$ cat config.mk
export PLATFORM = sky130hd
export DESIGN_NAME = td4_prog_loader_flat
export DESIGN_NICKNAME = d
export VERILOG_FILES = /design/src/rtl/td4_pkg.sv /design/src/rtl/td4_prog_loader_if.sv /design/src/rtl/td4_prog_mem.sv /design/src/rtl/td4_prog_loader.sv /design/src/flat_wrapper.sv
export SDC_FILE = /design/constraint.sdc
export NUM_CORES = 1
export LEC_CHECK = 0
export CAP_MARGIN = 10
export CORE_MARGIN = 2
export CORE_UTILIZATION = 50
export DETAILED_ROUTE_END_ITERATION = 8
export PLACE_DENSITY = 0.73
export SLEW_MARGIN = 20
export SYNTH_ARGS = -nofsm -noshare
export SYNTH_HDL_FRONTEND = slang
export SYNTH_SLANG_ARGS = --single-unit
$ cat constraint.sdc
create_clock -name clock -period 2.45 [get_ports clock]
set_input_delay 0.49 -clock clock [delete_from_list [all_inputs] [get_ports clock]]
set_output_delay 0.49 -clock clock [all_outputs]
set_load 0.01 [all_outputs]
$ cat src/rtl/td4_pkg.sv
// Shared types and constants for the TD4 program loader.
package td4_pkg;

    localparam int         TD4_ROM_DEPTH = 16;
    localparam int         TD4_ROM_AW    = 4;
    localparam logic [7:0] TD4_HDR_BYTE  = 8'hA5;
    localparam logic [7:0] TD4_FILL_OP   = 8'h00;
    localparam int         TD4_TIMEOUT   = 255;

    typedef enum logic [2:0] {
        IDLE,
        LEN,
        DATA,
        CSUM,
        START,
        RUN,
        ERR
    } loader_state_t;

    // Running checksum is a plain modulo-256 byte sum.
    function automatic logic [7:0] csum_add(input logic [7:0] acc, input logic [7:0] b);
        return acc + b;
    endfunction

endpackage

$ cat src/rtl/td4_prog_loader_if.sv
// Byte-wide valid/ready stream carrying the program image into the loader.
interface td4_prog_loader_if;
    logic       in_valid;
    logic [7:0] in_data;
    logic       in_ready;

    modport master (output in_valid, output in_data, input  in_ready);
    modport slave  (input  in_valid, input  in_data, output in_ready);
endinterface

$ cat src/rtl/td4_prog_mem.sv
// 16x8 program store: one synchronous write port, one combinational read
// port that returns the fill opcode beyond the committed program length.
module td4_prog_mem
    import td4_pkg::*;
(
    input  logic                  clock,
    input  logic                  we,
    input  logic [TD4_ROM_AW-1:0] waddr,
    input  logic [7:0]            wdata,
    input  logic [TD4_ROM_AW-1:0] raddr,
    input  logic [TD4_ROM_AW:0]   prog_len,
    output logic [7:0]            rdata
);

    logic [7:0] mem [TD4_ROM_DEPTH];

    // Write port; contents deliberately survive reset.
    always_ff @(posedge clock) begin
        if (we) begin
            mem[waddr] <= wdata;
        end
    end

    assign rdata = ({1'b0, raddr} < prog_len) ? mem[raddr] : TD4_FILL_OP;

endmodule

$ cat src/rtl/td4_prog_loader.sv
// Frame receiver for the TD4 program memory. Holds the core in reset until
// a complete frame with a matching checksum has been committed.
//
// state | meaning
// ------+-----------------------------------------------------------
// IDLE  | after reset, hunting for the header byte
// LEN   | header seen, waiting for the length byte
// DATA  | writing program bytes, accumulating checksum
// CSUM  | waiting for the checksum byte
// START | one clean reset cycle for the core, input stalled
// RUN   | program committed, core released, header triggers reload
// ERR   | last frame aborted, hunting for the header byte
module td4_prog_loader
    import td4_pkg::*;
#(
    parameter int         DEPTH    = TD4_ROM_DEPTH,
    parameter logic [7:0] HDR_BYTE = TD4_HDR_BYTE,
    parameter int         TIMEOUT  = TD4_TIMEOUT
)
(
    input  logic                  clock,
    input  logic                  reset,
    td4_prog_loader_if.slave      in_bus,
    input  logic [TD4_ROM_AW-1:0] fetch_addr,
    output logic [7:0]            fetch_data,
    output logic                  cpu_reset_n,
    output logic                  loaded,
    output logic                  error,
    output logic                  busy
);

    localparam int         PLW     = TD4_ROM_AW + 1;
    localparam logic [7:0] MAX_LEN = 8'(DEPTH);
    localparam logic [7:0] TO_LAST = 8'(TIMEOUT - 1);

    loader_state_t         state;
    logic [PLW-1:0]        prog_len;
    logic [TD4_ROM_AW-1:0] wr_ptr;
    logic [7:0]            csum;
    logic [7:0]            timer;

    logic xfer;
    logic last_data;
    logic mem_we;

    assign in_bus.in_ready = (state != START);
    assign xfer            = in_bus.in_valid & in_bus.in_ready;
    assign last_data       = ({1'b0, wr_ptr} == (prog_len - 1'b1));
    assign mem_we          = (state == DATA) && xfer;

    td4_prog_mem u_mem (
        .clock    (clock),
        .we       (mem_we),
        .waddr    (wr_ptr),
        .wdata    (in_bus.in_data),
        .raddr    (fetch_addr),
        .prog_len (prog_len),
        .rdata    (fetch_data)
    );

    // Frame FSM with checksum, idle timer and registered status outputs.
    always_ff @(posedge clock) begin
        if (reset) begin
            state       <= IDLE;
            prog_len    <= '0;
            wr_ptr      <= '0;
            csum        <= '0;
            timer       <= '0;
            cpu_reset_n <= 1'b0;
            loaded      <= 1'b0;
            error       <= 1'b0;
            busy        <= 1'b0;
        end else begin
            case (state)
                IDLE, RUN, ERR: begin
                    timer <= '0;
                    if (xfer && (in_bus.in_data == HDR_BYTE)) begin
                        state       <= LEN;
                        busy        <= 1'b1;
                        loaded      <= 1'b0;
                        error       <= 1'b0;
                        cpu_reset_n <= 1'b0;
                    end
                end
                LEN, DATA, CSUM: begin
                    if (xfer) begin
                        timer <= '0;
                        case (state)
                            LEN: begin
                                if ((in_bus.in_data == 8'h00) || (in_bus.in_data > MAX_LEN)) begin
                                    state  <= ERR;
                                    error  <= 1'b1;
                                    loaded <= 1'b0;
                                    busy   <= 1'b0;
                                end else begin
                                    prog_len <= in_bus.in_data[PLW-1:0];
                                    wr_ptr   <= '0;
                                    csum     <= '0;
                                    state    <= DATA;
                                end
                            end
                            DATA: begin
                                wr_ptr <= wr_ptr + 1'b1;
                                csum   <= csum_add(csum, in_bus.in_data);
                                if (last_data) begin
                                    state <= CSUM;
                                end
                            end
                            CSUM: begin
                                if (in_bus.in_data == csum) begin
                                    state <= START;
                                end else begin
                                    state  <= ERR;
                                    error  <= 1'b1;
                                    loaded <= 1'b0;
                                    busy   <= 1'b0;
                                end
                            end
                            default: ;
                        endcase
                    end else if (timer == TO_LAST) begin
                        // A transfer on this edge would have won; none came.
                        timer  <= '0;
                        state  <= ERR;
                        error  <= 1'b1;
                        loaded <= 1'b0;
                        busy   <= 1'b0;
                    end else begin
                        timer <= timer + 1'b1;
                    end
                end
                START: begin
                    state       <= RUN;
                    busy        <= 1'b0;
                    loaded      <= 1'b1;
                    cpu_reset_n <= 1'b1;
                end
                default: begin
                    state <= IDLE;
                end
            endcase
        end
    end

endmodule

$ cat src/flat_wrapper.sv
// flat-port wrapper written by rule: the top's interface ports become plain ports
module td4_prog_loader_flat import td4_pkg::*;
#(
    parameter int         DEPTH    = TD4_ROM_DEPTH,
    parameter logic [7:0] HDR_BYTE = TD4_HDR_BYTE,
    parameter int         TIMEOUT  = TD4_TIMEOUT
)
  (clock, reset, fetch_addr, fetch_data, cpu_reset_n, loaded, error, busy, in_bus_in_valid, in_bus_in_data, in_bus_in_ready);
  td4_prog_loader_if in_bus_i ();
  input  logic clock;
  input  logic reset;
  input  logic [TD4_ROM_AW-1:0] fetch_addr;
  output logic [7:0] fetch_data;
  output logic cpu_reset_n;
  output logic loaded;
  output logic error;
  output logic busy;
  input wire logic [$bits(in_bus_i.in_valid)-1:0] in_bus_in_valid;
  input wire logic [$bits(in_bus_i.in_data)-1:0] in_bus_in_data;
  output wire logic [$bits(in_bus_i.in_ready)-1:0] in_bus_in_ready;
  assign in_bus_i.in_valid = in_bus_in_valid;
  assign in_bus_i.in_data = in_bus_in_data;
  assign in_bus_in_ready = in_bus_i.in_ready;
  td4_prog_loader #(.DEPTH(DEPTH), .HDR_BYTE(HDR_BYTE), .TIMEOUT(TIMEOUT)) u_core (.clock(clock), .reset(reset), .in_bus(in_bus_i), .fetch_addr(fetch_addr), .fetch_data(fetch_data), .cpu_reset_n(cpu_reset_n), .loaded(loaded), .error(error), .busy(busy));
endmodule
==> flow_summary.json, run 1 <==
{
  "critPathLaunch": "u_core.u_mem.mem[15][3]",
  "syn-num-nets": 481,
  "syn_area_um2": 7060,
  "drt-initial-drc-count": 468,
  "start_util_pct": 51.1,
  "clk_latency_ns": 0.43,
  "critPathLaunchType": "register",
  "dieWidth_um": 123,
  "place_area_um2": 8020,
  "criticalPathCategory": "register to output pin",
  "crit_path_max_incr_delay_ns": 0.52,
  "grt_pass1_wl_um": 25400,
  "cp_cell_sequence": "mux4_2 -> mux4_2 -> a21boi_2 -> buf_2",
  "holdWs_ns": 0.461,
  "tightest_slew_ns": 0.433,
  "post_drt_wl_per_cell_um": 22.0,
  "synthesis.instances": 448,
  "cts-root-buf": "clkbuf_16",
  "syn2layout_area_growth_pct": 23.3,
  "avgSynthCellArea_um2": 15.8,
  "final-instance-count-excl-fill": 743,
  "fin_crit_ns": 2.67,
  "setup_viol": 8,
  "cts_hold_buf": 0,
  "portBuffers": 27,
  "final_cell_mix": "128 x edfxtp_1, 67 x buf_4, 40 x mux4_2, 35 x nor2_1, 30 x dfxtp_1",
  "critical_path_buf_inv_count": 1,
  "top_usage_layer": "met2",
  "clockBufferDepth": 2,
  "yosysWarnings": 0,
  "drtPass1Iterations": 5,
  "rr_endpoint": "u_core.state[1]",
  "grt_usage_pct": 23.9,
  "antenna_found_initial": 0,
  "required_ns": 1.96,
  "timing.slew.headroom_pct": 70.9,
  "ant_nets": 0,
  "maxCapViolCount": 0,
  "die_area_um2": 15100,
  "dp_hpwl_um": 10800,
  "critPathCapture": "fetch_data[3]",
  "path_clk_slew_ns": 0.06,
  "use_met1_pct": 30.8,
  "grt_overflow": 0,
  "finClkSkew_ns": 0.0114,
  "layout-drive-gt1-share_pct": 30.2,
  "cts_setup_buffers": 0,
  "synth_seq_cells": 160,
  "crit_cells": 4,
  "post-route-period-util_pct": 109,
  "async_flop_share_pct": 0,
  "drv_slew": 0,
  "hold_viol": 0,
  "rrSetupSlack_ns": 0.30,
  "routed_wl_um": 16400,
  "worstSetupEndpointType": "output pin",
  "r2r_cells": 8,
  "clock-sinks": 160,
  "slowest_stage": "mux4_2",
  "crit_fanout": 1,
  "cp_common_cell": "mux4_2",
  "via_per_inst": 5.79,
  "rsz0062_at_grt": "yes",
  "fmax_mhz": 374,
  "pin_count": 28,
  "grt_use_met2_pct": 40.0,
  "place_inst": 708,
  "yosysSeqAreaShare_pct": 63.5,
  "worst_slack_ns": -0.224,
  "place_ws_ns": -0.859,
  "synth-edff-count": 128,
  "ys_types": 59,
  "core_um2": 13800,
  "layout.nets": 583,
  "cp.arrival_ns": 2.18,
  "cts_max_level": 4,
  "cp_top_family": "multiplexers",
  "routabilityCongestion": 0.833,
  "cts_tree": "built",
  "violations": "negative setup slack",
  "rows": 43,
  "peakVddDrop_uv": 441,
  "diodes": 0,
  "p_leak_nw": 3.04,
  "met3_usage_pct": 5.02,
  "vias": 4305,
  "power.density_nw_per_um2": 724,
  "first_global_vias": 4461,
  "cts_made_buffers": 17,
  "rr_startpoint": "u_core.prog_len[0]",
  "drc": 0,
  "synth_top_flop_cell": "edfxtp_1",
  "final_common_cell": "edfxtp_1",
  "grt_max_degree": 25,
  "status": "finished with violations",
  "hp-class": "register to register",
  "design_area_um2": 8710,
  "fp.dieH_um": 123
}
worst reg2reg max path: cells and delay by family, from the launching register on:
kind,cells,cell delay (ns)
DFF,1,0.38
AOI/OAI and AO/OA,2,0.40
adders and majority gates,1,0.21
and+or+nand+nor,1,0.52
buffers and inverters,2,0.21
xor gates and xnor gates,2,0.36
power by group:
group          switching, mW  total (mW)  internal, mW
Clock                  0.975        2.72          1.75
Combinational          0.290       0.592         0.303
Sequential            0.0352        2.99          2.96
Total                   1.30        6.31          5.01
how the worst min path moves through the flow:
stage               slack, ns      startpoint  cells past startpoint        endpoint
global placement         0.44  u_core.csum[4]                      2  u_core.csum[4]
detailed placement       0.45  u_core.csum[4]                      2  u_core.csum[4]
CTS                      0.46  u_core.csum[4]                      2  u_core.csum[4]
global route             0.49  u_core.csum[2]                      2  u_core.csum[2]
finish                   0.46  u_core.csum[4]                      2  u_core.csum[4]
floorplan                0.44  u_core.csum[2]                      2  u_core.csum[2]
routing by layer:
layer,vias to the layer above,wire (µm)
li1,1944,-
met1,2161,6280
met2,184,8550
met3,16,1320
met4,0,221
met5,-,0
flip-flops by register name, indices dropped and copies added, names as in the netlist:
signal / cells
u_core.wr_ptr: 4
u_core.cpu_reset_n: 1
u_core.u_mem.mem: 128
u_core.error: 1
u_core.loaded: 1
u_core.state: 3
u_core.prog_len: 5
u_core.csum: 8
u_core.busy: 1
u_core.timer: 8
cells in the mapped netlist, types with 4 or more instances:
library cell / number / area (µm²)
a211oi_1: 4 / 30.0
a21boi_0: 8 / 60.1
a21o_1: 4 / 30.0
a21oi_1: 17 / 85.1
and3_1: 5 / 31.3
buf_1: 6 / 22.5
buf_4: 5 / 37.5
dfxtp_1: 32 / 641
edfxtp_1: 128 / 3840
ha_1: 17 / 213
inv_1: 13 / 48.8
mux2i_1: 5 / 50.1
mux4_2: 40 / 901
nand2_1: 25 / 93.8
nand2b_1: 5 / 31.3
nand3_1: 11 / 55.1
nand3b_1: 4 / 30.0
nor2_1: 35 / 131
nor3_1: 9 / 45.0
o21ai_0: 4 / 20.0
xnor2_1: 12 / 105
xor2_1: 10 / 87.6
cell type report:
type	instances	area, µm²
Clock inverter	8	138
Sequential cell	160	4490
Inverter	13	48.8
Tap cell	180	225
Timing Repair Buffer	103	920
Multi-Input combinational cell	255	2420
Fill cell	985	5120
Clock buffer	24	472
through the flow:
| stage | total power [mW] | TNS, ns | util [%] |
|---|---|---|---|
| floorplan | 3.38 | 0 | - |
| global route | 6.50 | -1.50 | 63.0 |
| finish | 6.31 | -1.06 | 63.0 |
| CTS | 6.33 | -1.12 | 63.0 |
| detailed placement | 3.61 | -9.63 | 58.0 |
| global placement | 3.59 | -8.92 | 58.0 |
logic make-up after synthesis:
family	count (synthesis)	share of synthesized area (%)
xor gates and xnor gates	23	2.96
AOI/OAI and AO/OA	52	5.33
muxes	46	13.6
buffers and inverters	33	2.39
adders and majority gates	18	3.30
DFF	160	63.5
and+or+nand+nor	116	8.89
timing repair:
item,in CTS,in global routing
gates cloned,3,0
resized for setup,54,2
setup endpoints to repair,8,9
pin swaps,0,0
Note: power is estimated with default switching activity, not from simulation.
==> run 2, diff against run 1 <==
- CAP_MARGIN: 10 -> unset
- SKIP_CTS_REPAIR_TIMING: unset -> 1
==> run 2 against run 1 <==
The run still ends with negative setup slack left. Fmax up 0.84%. Flip-flop and latch count stayed put. Total power up 0.11%. Combinational power is 2% lower. Register-to-register slack better by 0.02 ns. Sequential power barely moved. Cell count did not move. Die area did not move. Core utilization fell by 0.21 points. Routed wire length increased by 1.7%. Critical path depth unchanged. Clock-buffer cell count unchanged. Critical endpoint unchanged. Largest cell class unchanged.
==> flow_summary.json, run 2 (synthesized netlist as in run 1, its figures left out) <==
{
  "status": "finished with violations",
  "violations": "negative setup slack",
  "worstSetupEndpointType": "output pin",
  "place_inst": 708,
  "clkPwrFrac_pct": 43.4,
  "portBuffers": 27,
  "start_util_pct": 51.1,
  "vias": 4320,
  "finClkSkew_ns": 0.0130,
  "grt_max_degree": 26,
  "criticalPathCategory": "register to output pin",
  "antenna_found_initial": 0,
  "power.density_nw_per_um2": 727,
  "clockBufferDepth": 2,
  "reg_top3": "u_core.u_mem.mem (128), u_core.csum (8), u_core.timer (8)",
  "tightest_slew_ns": 0.433,
  "timing.slew.headroom_pct": 70.9,
  "drtPass1Iterations": 5,
  "critPathLaunchType": "register",
  "grt_pass1_wl_um": 24900,
  "hp-start": "u_core.cpu_reset_n",
  "clk_latency_ns": 0.43,
  "rrSetupSlack_ns": 0.32,
  "setup-tns-final_ns": -1.14,
  "power.switching_mw": 1.31,
  "cts_tree": "built",
  "regArea_um2": 4490,
  "grt_usage_pct": 23.4,
  "drv_slew": 0,
  "largest_register": "u_core.u_mem.mem",
  "holdPathEnd": "u_core.cpu_reset_n",
  "cp_common_cell": "mux4_2",
  "clock-sinks": 160,
  "multi_input_area_um2": 2420,
  "maxCapViolCount": 0,
  "p_total_mw": 6.31,
  "holdWs_ns": 0.461,
  "fin_crit_ns": 2.65,
  "hold_viol": 0,
  "rsz0062_at_grt": "yes",
  "layout.nets": 583,
  "routabilityCongestion": 0.833,
  "cp.arrival_ns": 2.16,
  "grt_overflow": 0,
  "fmax_mhz": 377,
  "setup_viol": 8,
  "sequentialPowerShare_pct": 47.4,
  "crit_fanout": 1,
  "rr_startpoint": "u_core.prog_len[0]",
  "place_area_um2": 8020,
  "first_global_vias": 4405,
  "post_drt_wl_per_cell_um": 22.4,
  "cts_max_level": 4,
  "cts-root-buf": "clkbuf_16",
  "drc": 0,
  "hold_depth": 2,
  "postLayoutCoreUtil_pct": 62.8,
  "dieWidth_um": 123,
  "hp-class": "register to register",
  "r2r_cells": 8,
  "final-instance-count-excl-fill": 743,
  "slowest_stage": "mux4_2",
  "peakVddDrop_uv": 442,
  "diodes": 0,
  "largest_reg_flops": 128,
  "ant_nets": 0,
  "design_area_um2": 8680,
  "rows": 43,
  "p_leak_nw": 3.02,
  "via_per_inst": 5.81,
  "swShare_pct": 20.8,
  "fp.dieH_um": 123,
  "cp_cell_sequence": "mux4_2 -> mux4_2 -> a21boi_1 -> clkbuf_2",
  "core_um2": 13800,
  "pin_count": 28,
  "layout-drive-gt1-share_pct": 29.8,
  "place_ws_ns": -0.859,
  "syn2layout_area_growth_pct": 22.9,
  "rr_endpoint": "u_core.state[1]",
  "p_int_mw": 5.00,
  "final_cell_mix": "128 x edfxtp_1, 68 x buf_4, 40 x mux4_2, 35 x nor2_1, 30 x dfxtp_1",
  "dp_hpwl_um": 10800,
  "drt-initial-drc-count": 489,
  "crit_path_max_incr_delay_ns": 0.52,
  "die_area_um2": 15100,
  "final_common_cell": "edfxtp_1",
  "combPwrFrac_pct": 9.2,
  "nFillCells": 992,
  "cts_made_buffers": 17,
  "worst_slack_ns": -0.201,
  "post-route-period-util_pct": 108,
  "routed_wl_um": 16700,
  "required_ns": 1.96,
  "path_clk_slew_ns": 0.06
}
## run 2: changes by cell type in the layout (fill, tap and decap cells not counted), sizes merged
| cell | previous run | this run |
|---|---|---|
| bufbuf | 1 | 0 |
| buf | 85 | 76 |
| clkbuf | 24 | 34 |
## run 2: worst max path at each step
| stage | start | to | slack [ns] | cells after the start |
|---|---|---|---|---|
| 6_report | u_core.u_mem.mem[15][3] | fetch_data[3] | -0.20 | 4 |
| 5_1_grt | u_core.u_mem.mem[15][3] | fetch_data[3] | -0.25 | 4 |
| 4_1_cts | fetch_addr[1] | fetch_data[6] | -0.88 | 6 |
| 3_5_place_dp | fetch_addr[1] | fetch_data[6] | -0.86 | 6 |
| 3_3_place_gp | fetch_addr[1] | fetch_data[3] | -0.82 | 7 |
| 2_1_floorplan | fetch_addr[0] | fetch_data[0] | 0.05 | 5 |
## run 2: area by class of cell
cell class | instances | share of cell area, %
Sequential cell | 160 | 51.7
Multi-Input combinational cell | 255 | 27.8
Inverter | 13 | 0.562
Clock inverter | 8 | 1.59
Timing Repair Buffer | 103 | 10.3
Clock buffer | 24 | 5.43
Tap cell | 180 | 2.59
## run 2: power groups by stage
stage,registers [mW],logic [mW],clock network (mW)
after global placement,3.04,0.550,0
after floorplan,3.03,0.345,0
after global routing,2.99,0.629,2.88
final,2.99,0.582,2.74
after detailed placement,3.04,0.570,0
after CTS,2.99,0.575,2.75
## run 2: layer usage
metal / GRT usage [%] / part of all wire, %
met2: 38.9 / 52
met5: 0 / 0
met1: 30.2 / 39
met3: 5.48 / 7.0
met4: 8.05 / 1.7
## run 2: critical path, delay by kind of cell (launching register included)
kind / cells / cell delay (ns)
AOI/OAI and AO/OA: 1 / 0.16
buffers and inverters: 1 / 0.15
DFF: 1 / 0.42
muxes: 2 / 1.00
==> run 3, diff against run 2 <==
- CAP_MARGIN: unset -> 20
- MAX_ROUTING_LAYER: unset -> met4
==> run 3 against run 2 <==
The flow still finishes with violations (negative setup slack). Clock skew decreased by 0.0029 ns. Register-to-register slack about the same. Flip-flop and latch count unchanged. Clock power about the same. Non-clock buffer count unchanged. Largest cell class unchanged. Highest routed layer unchanged.
==> flow_summary.json, run 3 (synthesized netlist as in run 1, its figures left out) <==
{
  "required_ns": 1.96,
  "timing.slew.headroom_pct": 70.9,
  "vias": 4393,
  "holdWs_ns": 0.460,
  "crit_fanout": 1,
  "clock-sinks": 160,
  "power.switching_mw": 1.31,
  "grt_overflow": 0,
  "final_cell_mix": "128 x edfxtp_1, 68 x buf_4, 40 x mux4_2, 35 x nor2_1, 30 x dfxtp_1",
  "post-route-period-util_pct": 108,
  "drc": 0,
  "sequentialPowerShare_pct": 47.4,
  "routed_wl_um": 16600,
  "cts-root-buf": "clkbuf_16",
  "start_util_pct": 51.1,
  "finClkSkew_ns": 0.0101,
  "fin_crit_ns": 2.64,
  "core_um2": 13800,
  "wl_met1_um": 6630,
  "drtPass1Iterations": 5,
  "hold_depth": 2,
  "largest_reg_flops": 128,
  "routabilityCongestion": 0.845,
  "nFillCells": 992,
  "power.density_nw_per_um2": 727,
  "path_clk_slew_ns": 0.06,
  "regArea_um2": 4490,
  "pin_count": 28,
  "grt_usage_pct": 24.0,
  "p_int_mw": 5.00,
  "r2r_cells": 8,
  "tightest_slew_ns": 0.433,
  "maxCapViolCount": 0,
  "wl_met3_um": 1160,
  "criticalPathCategory": "register to output pin",
  "portBuffers": 27,
  "grt_max_degree": 26,
  "clockBufferDepth": 2,
  "grt_pass1_wl_um": 24900,
  "hp-class": "register to register",
  "setup-tns-final_ns": -1.09,
  "layout-drive-gt1-share_pct": 29.8,
  "hold_viol": 0,
  "cts_max_level": 4,
  "place_ws_ns": -0.859,
  "worst_slack_ns": -0.187,
  "post_drt_wl_per_cell_um": 22.4,
  "final_common_cell": "edfxtp_1",
  "dp_hpwl_um": 10800,
  "critPathLaunchType": "register",
  "cp.arrival_ns": 2.15,
  "rsz0062_at_grt": "yes",
  "diodes": 0,
  "swShare_pct": 20.7,
  "p_leak_nw": 3.02,
  "setup_viol": 8,
  "rrSetupSlack_ns": 0.31,
  "fmax_mhz": 379,
  "cts_tree": "built",
  "postLayoutCoreUtil_pct": 62.8,
  "met2_length_um": 8540,
  "largest_register": "u_core.u_mem.mem",
  "multi_input_area_um2": 2420,
  "antenna_found_initial": 0,
  "worstSetupEndpointType": "output pin",
  "drv_slew": 0,
  "status": "finished with violations",
  "fp.dieH_um": 123,
  "die_area_um2": 15100,
  "cts_made_buffers": 17,
  "first_global_vias": 4423,
  "clkPwrFrac_pct": 43.3,
  "syn2layout_area_growth_pct": 22.9,
  "dieWidth_um": 123,
  "rows": 43,
  "top_layer": "met4",
  "reg_top3": "u_core.u_mem.mem (128), u_core.csum (8), u_core.timer (8)",
  "layout.nets": 583,
  "violations": "negative setup slack",
  "via_per_inst": 5.91,
  "drt-initial-drc-count": 507,
  "peakVddDrop_uv": 437,
  "clk_latency_ns": 0.42,
  "ant_nets": 0,
  "combPwrFrac_pct": 9.3
}
run 3: cell counts in the layout (fill, tap and decap cells not counted):
Identical to the previous run, type by type.
run 3: worst paths after layout:
check / startpoint / to
max: u_core.u_mem.mem[15][3] / fetch_data[3]
min: u_core.cpu_reset_n / u_core.cpu_reset_n
max reg2reg: u_core.prog_len[0] / u_core.state[1]
min reg2reg: u_core.cpu_reset_n / u_core.cpu_reset_n
run 3: critical path, stage by stage, from the launching register on:
cell and delay, ns:
edfxtp_1 0.42, mux4_2 0.52, mux4_2 0.48, a21boi_1 0.15, clkbuf_2 0.15
run 3: layout make-up:
type	instances	area share (%)
Inverter	13	0.562
Clock buffer	24	5.43
Sequential cell	160	51.7
Multi-Input combinational cell	255	27.8
Timing Repair Buffer	103	10.3
Clock inverter	8	1.59
Tap cell	180	2.59
run 3: layer usage:
layer / vias up / track usage [%]
li1: 1951 / -
met1: 2219 / 30.3
met2: 200 / 38.8
met3: 23 / 4.83
met4: 0 / 8.69
met5: - / -
run 3: power groups by stage:
stage               sequential, mW  combinational, mW  clock (mW)
detailed placement            3.04              0.570           0
floorplan                     3.03              0.345           0
finish                        2.99              0.584        2.73
CTS                           2.99              0.575        2.75
global route                  2.99              0.629        2.88
global placement              3.04              0.550           0
run 3: through the flow:
| step | total power, mW | std cells | area [µm²] |
|---|---|---|---|
| detailed placement | 3.61 | 708 | 8020 |
| floorplan | 3.38 | 448 | 7090 |
| global placement | 3.59 | 708 | 8020 |
| CTS | 6.31 | 740 | 8630 |
| finish | 6.31 | 743 | 8680 |
| global route | 6.50 | 743 | 8680 |
